==> src/rtl/mdc_output_reorder_pkg.sv <==
// Shared FFT constants and helpers for the 32-point MDC output reorder.
// Provides sizes, the bank address type and 4-bit bit reversal.
package mdc_output_reorder_pkg;

  localparam int N_FFT  = 32;
  localparam int HALF   = 16;
  localparam int ADDR_W = 4;

  typedef logic [ADDR_W-1:0] addr_t;

  function automatic addr_t rev4(input addr_t a);
    return {a[0], a[1], a[2], a[3]};
  endfunction

endpackage

==> src/rtl/mdc_output_reorder_if.sv <==
// Handshake and data bundle between FFT last stage, reorder buffer and sink.
// slave: the reorder buffer side; master: the driving/consuming side.
interface mdc_output_reorder_if #(
  parameter int WIDTH = 9
);
  logic                    in_valid;
  logic                    in_ready;
  logic                    in_first;
  logic signed [WIDTH-1:0] inU_re;
  logic signed [WIDTH-1:0] inU_im;
  logic signed [WIDTH-1:0] inL_re;
  logic signed [WIDTH-1:0] inL_im;
  logic                    out_valid;
  logic                    out_ready;
  logic                    out_last;
  logic signed [WIDTH-1:0] Up_out_re;
  logic signed [WIDTH-1:0] Up_out_im;
  logic signed [WIDTH-1:0] Low_out_re;
  logic signed [WIDTH-1:0] Low_out_im;
  logic                    frame_err;

  modport slave (
    input  in_valid, in_first,
    input  inU_re, inU_im, inL_re, inL_im,
    input  out_ready,
    output in_ready, out_valid, out_last,
    output Up_out_re, Up_out_im,
    output Low_out_re, Low_out_im,
    output frame_err
  );

  modport master (
    output in_valid, in_first,
    output inU_re, inU_im, inL_re, inL_im,
    output out_ready,
    input  in_ready, out_valid, out_last,
    input  Up_out_re, Up_out_im,
    input  Low_out_re, Low_out_im,
    input  frame_err
  );
endinterface

==> src/rtl/mdc_reorder_bank.sv <==
// 16-entry flop bank holding {U_re,U_im,L_re,L_im} per entry.
// Ports: clk, i_we/i_waddr/i_wdata write, i_raddr -> o_rdata comb read.
module mdc_reorder_bank
  import mdc_output_reorder_pkg::*;
#(
  parameter int WIDTH = 9
) (
  input  logic               clk,
  input  logic               i_we,
  input  addr_t              i_waddr,
  input  logic [4*WIDTH-1:0] i_wdata,
  input  addr_t              i_raddr,
  output logic [4*WIDTH-1:0] o_rdata
);

  logic [4*WIDTH-1:0] r_mem [HALF];

  // Contents are don't-care after reset; full flags gate all reads.
  always_ff @(posedge clk) begin
    if (i_we) r_mem[i_waddr] <= i_wdata;
  end

  assign o_rdata = r_mem[i_raddr];

endmodule

==> src/rtl/mdc_output_reorder.sv <==
// Ping-pong reorder: bit-reversed U/L pair stream in, natural order out.
// Ports: clk, rst_n (async low), bus (slave) with in_/out_ handshakes.
module mdc_output_reorder
  import mdc_output_reorder_pkg::*;
#(
  parameter int WIDTH = 9
) (
  input  logic                 clk,
  input  logic                 rst_n,
  mdc_output_reorder_if.slave  bus
);

  localparam addr_t LAST = addr_t'(HALF - 1);

  addr_t              r_wcnt;
  addr_t              r_rcnt;
  logic               r_wbank;
  logic               r_rbank;
  logic [1:0]         r_full;
  logic               r_frame_err;

  logic               w_in_rdy;
  logic               w_acc;
  logic               w_resync;
  logic               w_wdone;
  logic               w_ovld;
  logic               w_rd;
  logic               w_rdone;
  addr_t              w_waddr;
  logic [1:0]         w_we;
  logic [1:0]         w_full_nxt;
  logic [4*WIDTH-1:0] w_wdata;
  logic [4*WIDTH-1:0] w_rd0;
  logic [4*WIDTH-1:0] w_rd1;
  logic [4*WIDTH-1:0] w_rdata;
  logic [4*WIDTH-1:0] w_odata;

  assign w_in_rdy = ~r_full[r_wbank];
  assign w_acc    = bus.in_valid & w_in_rdy;
  // A frame start mid-frame drops the partial frame and restarts at c=0.
  assign w_resync = w_acc & bus.in_first & (r_wcnt != '0);
  assign w_wdone  = w_acc & ~w_resync & (r_wcnt == LAST);
  assign w_waddr  = w_resync ? '0 : rev4(r_wcnt);
  assign w_wdata  = {bus.inU_re, bus.inU_im,
                     bus.inL_re, bus.inL_im};
  assign w_we[0]  = w_acc & ~r_wbank;
  assign w_we[1]  = w_acc &  r_wbank;

  assign w_ovld   = r_full[r_rbank];
  assign w_rd     = w_ovld & bus.out_ready;
  assign w_rdone  = w_rd & (r_rcnt == LAST);

  // Writer and reader always target different banks when both fire.
  always_comb begin
    w_full_nxt = r_full;
    if (w_wdone) w_full_nxt[r_wbank] = 1'b1;
    if (w_rdone) w_full_nxt[r_rbank] = 1'b0;
  end

  always_ff @(posedge clk or negedge rst_n) begin
    if (!rst_n) begin
      r_wcnt      <= '0;
      r_rcnt      <= '0;
      r_wbank     <= 1'b0;
      r_rbank     <= 1'b0;
      r_full      <= '0;
      r_frame_err <= 1'b0;
    end else begin
      r_full <= w_full_nxt;
      if (w_resync) begin
        r_wcnt      <= addr_t'(1);
        r_frame_err <= 1'b1;
      end else if (w_acc) begin
        r_wcnt <= r_wcnt + addr_t'(1);
      end
      if (w_wdone) r_wbank <= ~r_wbank;
      if (w_rd)    r_rcnt  <= r_rcnt + addr_t'(1);
      if (w_rdone) r_rbank <= ~r_rbank;
    end
  end

  mdc_reorder_bank #(.WIDTH(WIDTH)) u_bank0 (
    .clk     (clk),
    .i_we    (w_we[0]),
    .i_waddr (w_waddr),
    .i_wdata (w_wdata),
    .i_raddr (r_rcnt),
    .o_rdata (w_rd0)
  );

  mdc_reorder_bank #(.WIDTH(WIDTH)) u_bank1 (
    .clk     (clk),
    .i_we    (w_we[1]),
    .i_waddr (w_waddr),
    .i_wdata (w_wdata),
    .i_raddr (r_rcnt),
    .o_rdata (w_rd1)
  );

  assign w_rdata = r_rbank ? w_rd1 : w_rd0;
  assign w_odata = w_ovld ? w_rdata : '0;

  assign bus.in_ready   = w_in_rdy;
  assign bus.out_valid  = w_ovld;
  assign bus.out_last   = w_ovld & (r_rcnt == LAST);
  assign bus.frame_err  = r_frame_err;
  assign bus.Up_out_re  = w_odata[4*WIDTH-1:3*WIDTH];
  assign bus.Up_out_im  = w_odata[3*WIDTH-1:2*WIDTH];
  assign bus.Low_out_re = w_odata[2*WIDTH-1:WIDTH];
  assign bus.Low_out_im = w_odata[WIDTH-1:0];

endmodule

==> src/flat_wrapper.sv <==
// flat-port wrapper written by rule: the top's interface ports become plain ports
module mdc_output_reorder_flat import mdc_output_reorder_pkg::*;
#(
  parameter int WIDTH = 9
)
  (clk, rst_n, bus_in_valid, bus_in_first, bus_inU_re, bus_inU_im, bus_inL_re, bus_inL_im, bus_out_ready, bus_in_ready, bus_out_valid, bus_out_last, bus_Up_out_re, bus_Up_out_im, bus_Low_out_re, bus_Low_out_im, bus_frame_err);
  mdc_output_reorder_if #(.WIDTH(WIDTH)) bus_i ();
  input  logic clk;
  input  logic rst_n;
  input wire logic [$bits(bus_i.in_valid)-1:0] bus_in_valid;
  input wire logic [$bits(bus_i.in_first)-1:0] bus_in_first;
  input wire logic [$bits(bus_i.inU_re)-1:0] bus_inU_re;
  input wire logic [$bits(bus_i.inU_im)-1:0] bus_inU_im;
  input wire logic [$bits(bus_i.inL_re)-1:0] bus_inL_re;
  input wire logic [$bits(bus_i.inL_im)-1:0] bus_inL_im;
  input wire logic [$bits(bus_i.out_ready)-1:0] bus_out_ready;
  output wire logic [$bits(bus_i.in_ready)-1:0] bus_in_ready;
  output wire logic [$bits(bus_i.out_valid)-1:0] bus_out_valid;
  output wire logic [$bits(bus_i.out_last)-1:0] bus_out_last;
  output wire logic [$bits(bus_i.Up_out_re)-1:0] bus_Up_out_re;
  output wire logic [$bits(bus_i.Up_out_im)-1:0] bus_Up_out_im;
  output wire logic [$bits(bus_i.Low_out_re)-1:0] bus_Low_out_re;
  output wire logic [$bits(bus_i.Low_out_im)-1:0] bus_Low_out_im;
  output wire logic [$bits(bus_i.frame_err)-1:0] bus_frame_err;
  assign bus_i.in_valid = bus_in_valid;
  assign bus_i.in_first = bus_in_first;
  assign bus_i.inU_re = bus_inU_re;
  assign bus_i.inU_im = bus_inU_im;
  assign bus_i.inL_re = bus_inL_re;
  assign bus_i.inL_im = bus_inL_im;
  assign bus_i.out_ready = bus_out_ready;
  assign bus_in_ready = bus_i.in_ready;
  assign bus_out_valid = bus_i.out_valid;
  assign bus_out_last = bus_i.out_last;
  assign bus_Up_out_re = bus_i.Up_out_re;
  assign bus_Up_out_im = bus_i.Up_out_im;
  assign bus_Low_out_re = bus_i.Low_out_re;
  assign bus_Low_out_im = bus_i.Low_out_im;
  assign bus_frame_err = bus_i.frame_err;
  mdc_output_reorder #(.WIDTH(WIDTH)) u_core (.clk(clk), .rst_n(rst_n), .bus(bus_i));
endmodule
==> config.mk <==
export PLATFORM = sky130hd
export DESIGN_NAME = mdc_output_reorder_flat
export DESIGN_NICKNAME = d
export VERILOG_FILES = /design/src/rtl/mdc_output_reorder_pkg.sv /design/src/rtl/mdc_output_reorder_if.sv /design/src/rtl/mdc_reorder_bank.sv /design/src/rtl/mdc_output_reorder.sv /design/src/flat_wrapper.sv
export SDC_FILE = /design/constraint.sdc
export NUM_CORES = 1
export LEC_CHECK = 0
export BUFFER_PORTS_ARGS = -buffer_cell sky130_fd_sc_hd__buf_2
export CAP_MARGIN = 20
export CELL_PAD_IN_SITES_DETAIL_PLACEMENT = 0
export CELL_PAD_IN_SITES_GLOBAL_PLACEMENT = 1
export CORE_UTILIZATION = 60
export CTS_CLUSTER_DIAMETER = 100
export DETAILED_ROUTE_END_ITERATION = 7
export PLACE_DENSITY_LB_ADDON = 0.1
export SETUP_SLACK_MARGIN = 0.05
export SKIP_CTS_REPAIR_TIMING = 1
export SLEW_MARGIN = 20
export SYNTH_ARGS = -nofsm -noshare
export SYNTH_HDL_FRONTEND = slang
export SYNTH_SLANG_ARGS = --single-unit
==> constraint.sdc <==
create_clock -name clk -period 9.1 [get_ports clk]
set_clock_uncertainty 0.15 [all_clocks]
set_input_delay 1.365 -clock clk [delete_from_list [all_inputs] [get_ports clk]]
set_output_delay 1.365 -clock clk [all_outputs]
set_load 0.01 [all_outputs]
==> impl_metrics.tcl <==
set metrics [dict create \
    status "finished with violations" \
    failed_checks "design-rule violations" \
    routed_wire_length_per_instance_um 32.1 \
    synth.largest_area_cell "sky130_fd_sc_hd__edfxtp_1" \
    setup_repair_after_global_routing_missed_its_margin "false" \
    tightest_slew_ps 1210 \
    cts_clk_pin_slew_worst_paths_ps 70 \
    placement.io_buffers 80 \
    vias_per_cell 6.72 \
    min_from "u_core.bus.frame_err" \
    worstSetupEndpointType "output pin" \
    num-fill-cells 4547 \
    dieArea_mm2 0.0750 \
    summed_instance_area_of_the_synthesized_netlist_mm2 0.0443 \
    synth_edf_count 1152 \
    timing.final.hold_violations 0 \
    worst_hold_path.num_cells 1 \
    worstReg2RegStart "u_core.r_wcnt[0]" \
    depth_of_the_cts_h_tree 3 \
    layout.core_utilization_pct 68.1 \
    finalCritPeriodShare_pct 66.8 \
    min_path_type "reg -> reg" \
    path_max_fanout 50 \
    worstSetupPathType "reg -> out" \
    gp_routability_congestion 0.737 \
    start_kind "flip-flop" \
    starting_density_of_the_core_pct 60.7 \
    fp.dieW_um 274 \
    register_area_mm2 0.0349 \
    layout.cells.most_common "sky130_fd_sc_hd__edfxtp_1" \
    worstPathArrival_ps 4570 \
    powerDensity_mw_per_mm2 226 \
    grt_usage_pct 27.9 \
    layout.cells.most_common_list "sky130_fd_sc_hd__edfxtp_1 (1152), sky130_fd_sc_hd__mux4_2 (216), sky130_fd_sc_hd__mux2i_1 (149)" \
    regToRegEndpoint "u_core.u_bank0.r_mem[4][12]" \
    cts_num_sinks 1165 \
    fin_total_pwr_w 0.0112 \
    synth.ff_latch_count 1165 \
    drt_first_iter_violations 2331 \
    yosys_warning_count 0 \
    fin_tns_setup_ps 0 \
    worst_ep_required_time_ps 7590 \
    clockRootBuffer "sky130_fd_sc_hd__clkbuf_16" \
    nNetsFinal 2171 \
    maxCapViolations 0 \
    vdd.ir_drop.worst_mv 0.176 \
    grt_pass1_vias 22100 \
    rows 99 \
    postRouteAntennaNets 0 \
    report.final.setup_viol 0 \
    stdcell_area_mm2 0.0498 \
    synth_nets 2045 \
    design.core.area_mm2 0.0731 \
    route.final.wire_length_um 102000 \
    clock_path_buffers 3 \
    ys.flop_type "sky130_fd_sc_hd__edfxtp_1" \
    tritoncts "built" \
    achievable-frequency_ghz 0.164 \
    dp_hpwl_um 50900 \
    numCtsBuffers 112 \
    die_height_um 274 \
    worst_r2r_path_depth 7 \
    grt_start_max_net_pins 101 \
    final.min_clock_period_ps 6080 \
    placed_area_mm2 0.0460 \
    gr-total-overflow 0 \
    post_synth_num_cell_types 43 \
    async_sr_flop_fraction_pct 1.12 \
    final-max-slew-violation-count 0 \
    holdPathEnd "u_core.bus.frame_err" \
    drcViolationCount 10 \
    drive_gt1_share_pct 25.1 \
    worst_hold_slack_ps 359 \
    leakagePower_nw 15.1 \
    drt_first_pass_iters 8 \
    via_count 21400 \
    ys_seq_area_share_pct 78.7 \
    synth_area_per_cell_um2 22.2 \
    ys_top_cells_by_area "sky130_fd_sc_hd__edfxtp_1 (78%), sky130_fd_sc_hd__mux4_2 (11%), sky130_fd_sc_hd__mux2i_1 (3.4%), sky130_fd_sc_hd__dfrtp_1 (0.73%), sky130_fd_sc_hd__a22o_1 (0.73%)" \
    floorplan.io_pins 81 \
    synthToLayoutAreaGrowth_pct 12.2 \
    area_used_by_multi_input_combinational_logic_mm2 0.00907 \
    synthesis.instances 2001 \
    clk_latency_ps 680 \
    grt_pass1_wl_um 147000 \
    r2r_slack_ps 5090 \
    post-synth-top-area-fraction_pct 78.0 \
    antenna_found_initial 2 \
    relative_slew_margins_pct 17.5 \
]
## through the flow
step | instances | setup WS [ps]
CTS | 3180 | 2760
global route | 3181 | 2770
floorplan | 2001 | 4900
global placement | 2972 | 3590
finish | 3181 | 3020
detailed placement | 2972 | 3480
## final cells by class
type / instances / area share [%]
Sequential cell: 1165 / 70.2
Clock inverter: 80 / 1.57
Antenna cell: 1 / 0.00503
Multi-Input combinational cell: 714 / 18.2
Timing Repair Buffer: 130 / 1.63
Inverter: 4 / 0.0302
Tap cell: 959 / 2.41
Clock buffer: 128 / 5.92
## synthesized netlist by cell type, types with 7 or more instances
cell type	count
sky130_fd_sc_hd__nor2_1	40
sky130_fd_sc_hd__a22oi_1	35
sky130_fd_sc_hd__mux2i_1	150
sky130_fd_sc_hd__buf_4	26
sky130_fd_sc_hd__a22o_1	37
sky130_fd_sc_hd__mux4_2	216
sky130_fd_sc_hd__nand2_1	11
sky130_fd_sc_hd__a211oi_1	35
sky130_fd_sc_hd__a21oi_1	35
sky130_fd_sc_hd__a2111oi_0	35
sky130_fd_sc_hd__edfxtp_1	1152
sky130_fd_sc_hd__buf_6	9
sky130_fd_sc_hd__dfrtp_1	13
sky130_fd_sc_hd__clkbuf_1	57
sky130_fd_sc_hd__o221ai_1	35
sky130_fd_sc_hd__buf_2	23
sky130_fd_sc_hd__nand3_1	7
sky130_fd_sc_hd__o22ai_1	36
## critical path, stage by stage, from the launching register on
cell,delay [ps]
sky130_fd_sc_hd__dfrtp_4,930
sky130_fd_sc_hd__buf_4,870
sky130_fd_sc_hd__mux4_2,610
sky130_fd_sc_hd__a22o_1,240
sky130_fd_sc_hd__a2111oi_1,740
sky130_fd_sc_hd__a211oi_1,180
sky130_fd_sc_hd__buf_2,200
## cells by family after synthesis
| kind of cell | synth area share, % |
|---|---|
| adder cells (fa/ha/maj) | 0.0847 |
| multiplexers | 14.4 |
| XOR/XNOR | 0.0988 |
| flip-flops | 78.7 |
| AND/OR/NAND/NOR | 0.824 |
| AO/OA/AOI/OAI | 4.42 |
| buffers and inverters | 1.47 |
## per-layer routing
layer | track usage, % | vias to the layer above | share of wire (%)
met5 | 0 | - | 0
met4 | 7.92 | 0 | 2.6
met2 | 43.7 | 907 | 48
li1 | - | 8839 | -
met1 | 40.3 | 11400 | 41
met3 | 6.03 | 184 | 8.1
## report_power, final
group / total (W) / switching, W / leakage (nW) / internal, W
registers: 0.00610 / 0.0000414 / 10.5 / 0.00606
clock network: 0.00467 / 0.00193 / 1.83 / 0.00274
logic: 0.000459 / 0.000331 / 2.75 / 0.000128
## worst max path at each step
stage / cells past startpoint / slack (ps) / to / from
2_1_floorplan: 4 / 4900 / u_core.u_bank1.r_mem[2][0] / bus_in_first
3_3_place_gp: 6 / 3590 / bus_Low_out_im[0] / u_core.r_rcnt[0]
3_5_place_dp: 6 / 3480 / bus_Low_out_im[0] / u_core.r_rcnt[0]
4_1_cts: 6 / 2760 / bus_Low_out_im[0] / u_core.r_rcnt[0]
5_1_grt: 6 / 2770 / bus_Low_out_im[0] / u_core.r_rcnt[0]
6_report: 6 / 3020 / bus_Low_out_im[0] / u_core.r_rcnt[0]
## flip-flops by register name, summed over array words and instances, names as in the netlist
register              flops
u_core.bus.frame_err      1
u_core.r_full             2
u_core.r_rbank            1
u_core.r_rcnt             4
u_core.r_wbank            1
u_core.r_wcnt             4
u_core.u_bank0.r_mem    576
u_core.u_bank1.r_mem    576
Note: power is estimated with default switching activity, not from simulation.
